<file path="config.mk">
export PLATFORM = sky130hd
export DESIGN_NAME = tile_map_renderer
export DESIGN_NICKNAME = d
export VERILOG_FILES = /design/src/rtl/tile_map_renderer.sv
export SDC_FILE = /design/constraint.sdc
export NUM_CORES = 1
export LEC_CHECK = 0
export CELL_PAD_IN_SITES_DETAIL_PLACEMENT = 2
export CELL_PAD_IN_SITES_GLOBAL_PLACEMENT = 2
export CORE_MARGIN = 2
export CORE_UTILIZATION = 28
export CTS_CLUSTER_DIAMETER = 200
export DETAILED_ROUTE_END_ITERATION = 10
export PLACE_DENSITY_LB_ADDON = 0.1
export SETUP_SLACK_MARGIN = 0.05
export SYNTH_ARGS = -nofsm -noshare
export SYNTH_HDL_FRONTEND = slang
export SYNTH_SLANG_ARGS = --single-unit
export TNS_END_PERCENT = 100
</file>
<file path="constraint.sdc">
create_clock -name clock -period 3.1 [get_ports clock]
set_input_delay 0.62 -clock clock [delete_from_list [all_inputs] [get_ports clock]]
set_output_delay 0.62 -clock clock [all_outputs]
set_load 0.1 [all_outputs]
</file>
<file path="src/rtl/tile_map_renderer.sv">
// Tile map renderer: walks the map (whole map or one tile), fetches each tile ID,
// streams the tile's sprite pixels and emits screen coordinates, colour and write_en.
module tile_map_renderer #(
  parameter int MAP_COLS       = 11,
  parameter int MAP_ROWS       = 11,
  parameter int TILE_W         = 16,
  parameter int TILE_H         = 16,
  parameter int ORIGIN_X       = 72,
  parameter int ORIGIN_Y       = 32,
  parameter int X_W            = 9,
  parameter int Y_W            = 8,
  parameter int ID_W           = 4,
  parameter int COLOUR_W       = 3,
  parameter int MAP_AW         = 7,
  parameter int ROM_AW         = 12,
  parameter int TRANSPARENT_EN = 0,
  parameter int KEY_COLOUR     = 0
) (
  input  logic                clock,
  input  logic                reset,
  input  logic                start,
  input  logic                single_mode,
  input  logic [7:0]          tile_col,
  input  logic [7:0]          tile_row,
  output logic [MAP_AW-1:0]   map_addr,
  input  logic [ID_W-1:0]     map_data,
  output logic [ROM_AW-1:0]   rom_addr,
  input  logic [COLOUR_W-1:0] rom_data,
  output logic [X_W-1:0]      X_out,
  output logic [Y_W-1:0]      Y_out,
  output logic [COLOUR_W-1:0] colour_out,
  output logic                write_en,
  output logic                busy,
  output logic                done
);

  localparam int TILE_PIX = TILE_W * TILE_H;
  localparam int PX_W     = (TILE_W > 1) ? $clog2(TILE_W) : 1;
  localparam int PY_W     = (TILE_H > 1) ? $clog2(TILE_H) : 1;

  typedef enum logic [2:0] {
    IDLE,
    MAP_REQ,
    MAP_WAIT,
    DRAW,
    FLUSH,
    DONE
  } state_t;

  state_t                state_reg;
  logic                  single_reg;
  logic [7:0]            col_reg;
  logic [7:0]            row_reg;
  logic [MAP_AW-1:0]     map_addr_reg;
  logic [ID_W-1:0]       id_reg;
  logic [PX_W-1:0]       px_reg;
  logic [PY_W-1:0]       py_reg;
  logic [X_W-1:0]        x_reg;
  logic [Y_W-1:0]        y_reg;
  logic [COLOUR_W-1:0]   colour_hold_reg;
  logic                  pix_valid_reg;
  logic                  busy_reg;
  logic                  done_reg;

  logic                  start_in_range;
  logic                  last_px;
  logic                  last_py;
  logic                  last_col;
  logic                  last_row;
  logic                  key_hit;
  logic [MAP_AW-1:0]     single_addr;
  logic [X_W-1:0]        x_pix;
  logic [Y_W-1:0]        y_pix;

  assign start_in_range = (int'(tile_col) < MAP_COLS) && (int'(tile_row) < MAP_ROWS);
  assign single_addr    = MAP_AW'(int'(tile_row) * MAP_COLS + int'(tile_col));
  assign last_px        = (int'(px_reg) == TILE_W - 1);
  assign last_py        = (int'(py_reg) == TILE_H - 1);
  assign last_col       = (int'(col_reg) == MAP_COLS - 1);
  assign last_row       = (int'(row_reg) == MAP_ROWS - 1);

  // The ROM registers its read, so the address is formed straight from the pixel counters.
  assign rom_addr = ROM_AW'(int'(id_reg) * TILE_PIX + int'(py_reg) * TILE_W + int'(px_reg));
  assign x_pix    = X_W'(ORIGIN_X + int'(col_reg) * TILE_W + int'(px_reg));
  assign y_pix    = Y_W'(ORIGIN_Y + int'(row_reg) * TILE_H + int'(py_reg));

  // rom_data arrives in the same cycle as the registered coordinates; the ROM's
  // output register is the colour stage, and the hold register keeps it stable afterwards.
  assign key_hit    = (TRANSPARENT_EN != 0) && (rom_data == COLOUR_W'(KEY_COLOUR));
  assign write_en   = pix_valid_reg && !key_hit;
  assign colour_out = pix_valid_reg ? rom_data : colour_hold_reg;
  assign X_out      = x_reg;
  assign Y_out      = y_reg;
  assign map_addr   = map_addr_reg;
  assign busy       = busy_reg;
  assign done       = done_reg;

  always_ff @(posedge clock) begin
    if (reset) begin
      state_reg       <= IDLE;
      single_reg      <= 1'b0;
      col_reg         <= '0;
      row_reg         <= '0;
      map_addr_reg    <= '0;
      id_reg          <= '0;
      px_reg          <= '0;
      py_reg          <= '0;
      x_reg           <= '0;
      y_reg           <= '0;
      colour_hold_reg <= '0;
      pix_valid_reg   <= 1'b0;
      busy_reg        <= 1'b0;
      done_reg        <= 1'b0;
    end else begin
      done_reg      <= 1'b0;
      pix_valid_reg <= (state_reg == DRAW);
      if (state_reg == DRAW) begin
        x_reg <= x_pix;
        y_reg <= y_pix;
      end
      if (pix_valid_reg) begin
        colour_hold_reg <= rom_data;
      end

      case (state_reg)
        IDLE: begin
          if (start) begin
            single_reg <= single_mode;
            if (single_mode) begin
              col_reg <= tile_col;
              row_reg <= tile_row;
            end else begin
              col_reg <= '0;
              row_reg <= '0;
            end
            if (single_mode && !start_in_range) begin
              state_reg <= DONE;
              done_reg  <= 1'b1;
            end else begin
              map_addr_reg <= single_mode ? single_addr : '0;
              state_reg    <= MAP_REQ;
              busy_reg     <= 1'b1;
            end
          end
        end

        MAP_REQ: state_reg <= MAP_WAIT;

        MAP_WAIT: begin
          id_reg    <= map_data;
          px_reg    <= '0;
          py_reg    <= '0;
          state_reg <= DRAW;
        end

        DRAW: begin
          if (last_px) begin
            px_reg <= '0;
            if (last_py) begin
              py_reg    <= '0;
              state_reg <= FLUSH;
            end else begin
              py_reg <= py_reg + PY_W'(1);
            end
          end else begin
            px_reg <= px_reg + PX_W'(1);
          end
        end

        FLUSH: begin
          if (single_reg || (last_col && last_row)) begin
            state_reg <= DONE;
            busy_reg  <= 1'b0;
            done_reg  <= 1'b1;
          end else begin
            map_addr_reg <= map_addr_reg + MAP_AW'(1);
            state_reg    <= MAP_REQ;
            if (last_col) begin
              col_reg <= '0;
              row_reg <= row_reg + 8'd1;
            end else begin
              col_reg <= col_reg + 8'd1;
            end
          end
        end

        DONE: state_reg <= IDLE;

        default: state_reg <= IDLE;
      endcase
    end
  end

endmodule

</file>
# Word level (Yosys, flattened, before mapping)
# Index checks and enable logic that the tools add are counted.
# totals
regBits,62
out_inout_bits,42
word_cells,94
# classes
add_sub_neg,12
multipliers,1
order_cmp,2
n_eq_ne,15
mux,35
n_reduce_logical,15
# op_table
cell,count
8-bit two-way mux,8
8-bit case mux with 2 select lines,2
7-bit two-way mux,4
3-bit two-way mux,6
8-bit by 1-bit adder with 8-bit output (second input constant),2
8-bit by 5-bit == test with 1-bit output (second input constant),2
8-bit by 4-bit < comparator with 1-bit output (second input constant),2
4-bit case mux with 2 select lines,2
3-bit case mux with 5 select lines,1
2-bit inequality test (second input constant),7
7-bit case mux with 2 select lines,1
12-bit by 4-bit adder with 12-bit output,1
12-bit by 8-bit adder with 12-bit output,1
4-bit two-way mux,3
4-bit AND reduction,3
7-bit by 9-bit adder with 9-bit output (first input constant),1
9-bit by 4-bit adder with 9-bit output,1
4-bit by 1-bit adder with 4-bit output (second input constant),2
6-bit by 8-bit adder with 8-bit output (first input constant),1
8-bit by 4-bit adder with 8-bit output,1
4-bit by 1-bit == test with 1-bit output (second input constant),2
8-bit by 4-bit multiplier with 7-bit output (second input constant),1
7-bit by 1-bit adder with 7-bit output (second input constant),1
7-bit adder,1
12 further kinds,24

# Depth between registers and ports, before layout
# depth
word_depth,7
ltp_mapped,11
ltp_nobuf,11

# Worst setup path after synthesis
# No wires, ideal clock.
# synth_path
path_kind,in2reg
start,input tile_row[2]
end,"register map_addr_reg[6], in the netlist map_addr[6]"
setup_time_ps,134
arrival_time_ps,3120
path_slack_ps,-154
cell_stages,10
cell_sequence,ha_1 > fa_1 > inv_1 > fa_1 > inv_1 > ha_1 > or2_2 > and4_1 > o311ai_0 > a21oi_1
# synth_via
elab_chain_len,6
# synth_rtl
item,line_no,text
from (decl),24,"input logic [7:0] tile_row,"
8-bit by 4-bit multiplier with 7-bit output or 8-bit by 4-bit < comparator with 1-bit output (tied branches),"76, 75",
7-bit adder or 1-bit logical AND (tied branches),"76, 75",
7-bit two-way mux or 1-bit zero test (tied branches),"140, 136",
7-bit two-way mux or 1-bit logical AND (tied branches),136,if (single_mode && !start_in_range) begin
7-bit two-way mux or 2-bit inequality test (tied branches),n/a,
7-bit case mux with 2 select lines or 4-bit AND reduction (tied branches),n/a,
to (signal assigned),140,map_addr_reg <= single_mode ? single_addr : '0;
to (signal assigned),176,map_addr_reg <= map_addr_reg + MAP_AW'(1);
to (decl),54,logic [MAP_AW-1:0] map_addr_reg;
# Several ways; a longest one is shown, not always the timed one. The select of a mux whose other input is x is not followed.
# A chain may end at the register's enable or synchronous reset.

# Worst setup path after layout
# layout_path
start,input tile_row[3]
end,"register map_addr_reg[6], in the netlist map_addr[6]"
# Same word-level chain as after synthesis.

==> flow_summary.json <==
{
  "outcome": "finished clean",
  "drc": 0,
  "clock-skew-final_ns": 0.00795,
  "cap_violations": 0,
  "critPathRequiredTime_ns": 3.30,
  "hold_path.class": "flop to flop",
  "async_reset_ff_frac": 0,
  "use_met1": 0.236,
  "ant_nets": 0,
  "chipHeight_um": 120,
  "gp_congestion": 0.804,
  "timing.rr.start": "col_reg[0]",
  "wl_per_cell_um": 18.9,
  "synth_top_area_frac": 0.332,
  "die_area_sq_um": 14300,
  "largest_register_ffs": 9,
  "nets": 573,
  "ioPinCount": 69,
  "overflow": 0,
  "pre_cts_ws_ns": -0.718,
  "core_sq_um": 13100,
  "min_from": "X_out[1]",
  "clk_path_buf_depth": 2,
  "dp_hpwl_mm": 9.72,
  "postPlaceCellArea_sq_um": 4540,
  "p_leak_nw": 2.01,
  "final_cell_count_no_fill": 698,
  "tightest_slew_ns": 0.635,
  "synth_top_cell_by_area": "dfxtp_1",
  "synth-edff-count": 0,
  "hold-path-cell-count": 2,
  "synth_area_leaders": "dfxtp_1, ha_1, a21oi_1",
  "clkSinkCount": 62,
  "fmax_ghz": 0.335,
  "netlist-cell-type-count": 58,
  "drv_slew": 0,
  "area_growth_pct": 32.2,
  "worst-path-max-fanout": 3,
  "dr.pass1.iters": 4,
  "arrival_ns": 3.19,
  "cts_made_buffers": 9,
  "relSlewSlack": 0.576,
  "n_antenna_cell": 0,
  "synthTopCellsByCount": "dfxtp_1, a21oi_1, nand2_1",
  "hold_slack_ns": 0.460,
  "rows": 42,
  "drt_wl_total_mm": 13.2,
  "fin_tns_setup_ns": 0,
  "r2r_end": "row_reg[0]",
  "cts-root-buf": "clkbuf_16",
  "timing.final.ws_setup_ns": 0.117,
  "yosysMostFrequentCell": "dfxtp_1",
  "start_util": 0.285,
  "clk_latency_ns": 0.34,
  "yosysWarnings": 0,
  "rsz0062_at_grt": "true",
  "vdd_drop_max_v": 0.000232,
  "hold_viol_final": 0,
  "antenna_found_initial": 0,
  "synth-seq-area-share": 0.332,
  "busiest_layer": "met2",
  "crit_path_start_kind": "primary input",
  "reg2reg_depth": 8,
  "grtUsageTotal": 0.192,
  "p_per_area_nw_per_um2": 779,
  "drive_gt1_frac": 0.220,
  "cts_tree": "built",
  "fp.dieW_um": 120,
  "syn_inst": 447,
  "htreeDepth": 3,
  "grt_pass1_vias": 3954,
  "grt_max_degree": 36,
  "fill_cells": 1497,
  "synth-main-ff-cell": "dfxtp_1",
  "vias": 3603,
  "grtUsageMet3": 0.0299,
  "avgSynthCellArea_sq_um": 8.37,
  "synth_fp_nets": 503,
  "power_mw": 3.86,
  "final_area_sq_um": 4950,
  "clk_pin_slew_ns": 0.05,
  "cp-end-kind": "flop",
  "rrSetupSlack_ns": 0.68,
  "utilization": 0.377,
  "drtIter0Drc": 111,
  "grt_first_pass_wirelength_mm": 21.5,
  "critPathKind": "primary input to flop",
  "grt_util_met2": 0.344,
  "syn-cell-area_sq_um": 3740,
  "setup_viol": 0,
  "timing.final.crit_share": 0.962,
  "place_inst": 681,
  "ys_seq_elements": 62,
  "min_to": "X_out[1]",
  "io_buffers": 68,
  "via_per_inst": 5.16,
  "finalCriticalPeriod_ns": 2.98
}
==> how the worst max path moves through the flow <==
| stage | startpoint | endpoint | slack, ns | depth (start not counted) |
|---|---|---|---|---|
| after floorplan | tile_row[1] | map_addr[6] | 0.06 | 11 |
| after global placement | tile_row[2] | map_addr[6] | -0.59 | 11 |
| after detailed placement | tile_row[2] | map_addr[6] | -0.72 | 11 |
| after CTS | tile_row[4] | map_addr[6] | 0.07 | 11 |
| after global routing | tile_row[3] | map_addr[6] | 0.05 | 12 |
| final | tile_row[3] | map_addr[6] | 0.12 | 12 |
==> timing repair <==
item	CTS	global route
hold buffers	0	0
pin swaps	7	14
endpoints found under the setup margin	4	2
buffers inserted	0	1
gates resized for setup	24	12
==> cells by family after synthesis <==
logic type | after synthesis | share of synthesized area
multiplexers | 6 | 0.0171
AO/OA/AOI/OAI | 122 | 0.213
buffers and inverters | 56 | 0.0759
XOR/XNOR | 14 | 0.0401
adder cells (fa/ha/maj) | 29 | 0.111
AND/OR/NAND/NOR | 158 | 0.211
flip-flops | 62 | 0.332
==> layout by cell type, fill, tap and decap left out, types with 3 or more instances in the layout <==
| cell | count |
|---|---|
| a2111oi_0 | 3 |
| a211oi_1 | 9 |
| a21o_1 | 6 |
| a21oi_1 | 43 |
| a21oi_2 | 3 |
| a221oi_1 | 3 |
| a31oi_1 | 5 |
| and2_1 | 8 |
| and3_1 | 6 |
| buf_4 | 66 |
| clkbuf_16 | 9 |
| clkbuf_8 | 3 |
| clkdlybuf4s50_1 | 19 |
| dfxtp_1 | 62 |
| fa_1 | 5 |
| ha_1 | 17 |
| ha_4 | 5 |
| inv_1 | 19 |
| inv_2 | 3 |
| mux2_2 | 3 |
| mux2i_1 | 3 |
| nand2_1 | 43 |
| nand2b_1 | 3 |
| nand3_1 | 20 |
| nand3b_1 | 3 |
| nor2_1 | 39 |
| nor3_1 | 12 |
| nor3b_1 | 5 |
| nor4_1 | 4 |
| o2111ai_1 | 3 |
| o21ai_0 | 15 |
| o31ai_1 | 6 |
| xnor2_1 | 7 |
| xor2_1 | 5 |
==> power by group <==
part           switching (mW)  internal [mW]  total [mW]
Sequential              0.173          0.932        1.10
Clock                   0.382          0.607       0.989
Combinational            1.16          0.606        1.76
Total                    1.71           2.15        3.86
==> critical path: stages <==
cell and delay, ns:
dlygate4sd2_1 0.27, ha_4 0.27, inv_2 0.04, fa_2 0.45
fa_1 0.51, inv_2 0.05, ha_4 0.28, o21ai_4 0.07
o21ai_4 0.15, a211oi_2 0.10, o311ai_2 0.29, a21oi_1 0.10
==> area by class of cell <==
cell class	instances	area, sq um	area share
well taps	176	220	0.0445
multi-input cells	329	2340	0.473
repair buffers	93	764	0.155
inverters	22	82.6	0.0167
clock buffers	12	267	0.0539
flip-flops and latches	62	1240	0.251
clock inverters	4	30.0	0.00607
==> layer usage <==
layer,routed length (um),vias up,share of wire
met4,183,0,0.014
met3,355,14,0.027
met1,5860,1805,0.44
li1,-,1734,-
met2,6810,50,0.52
met5,0,-,0
No activity file was read; power rests on OpenSTA's default activity.
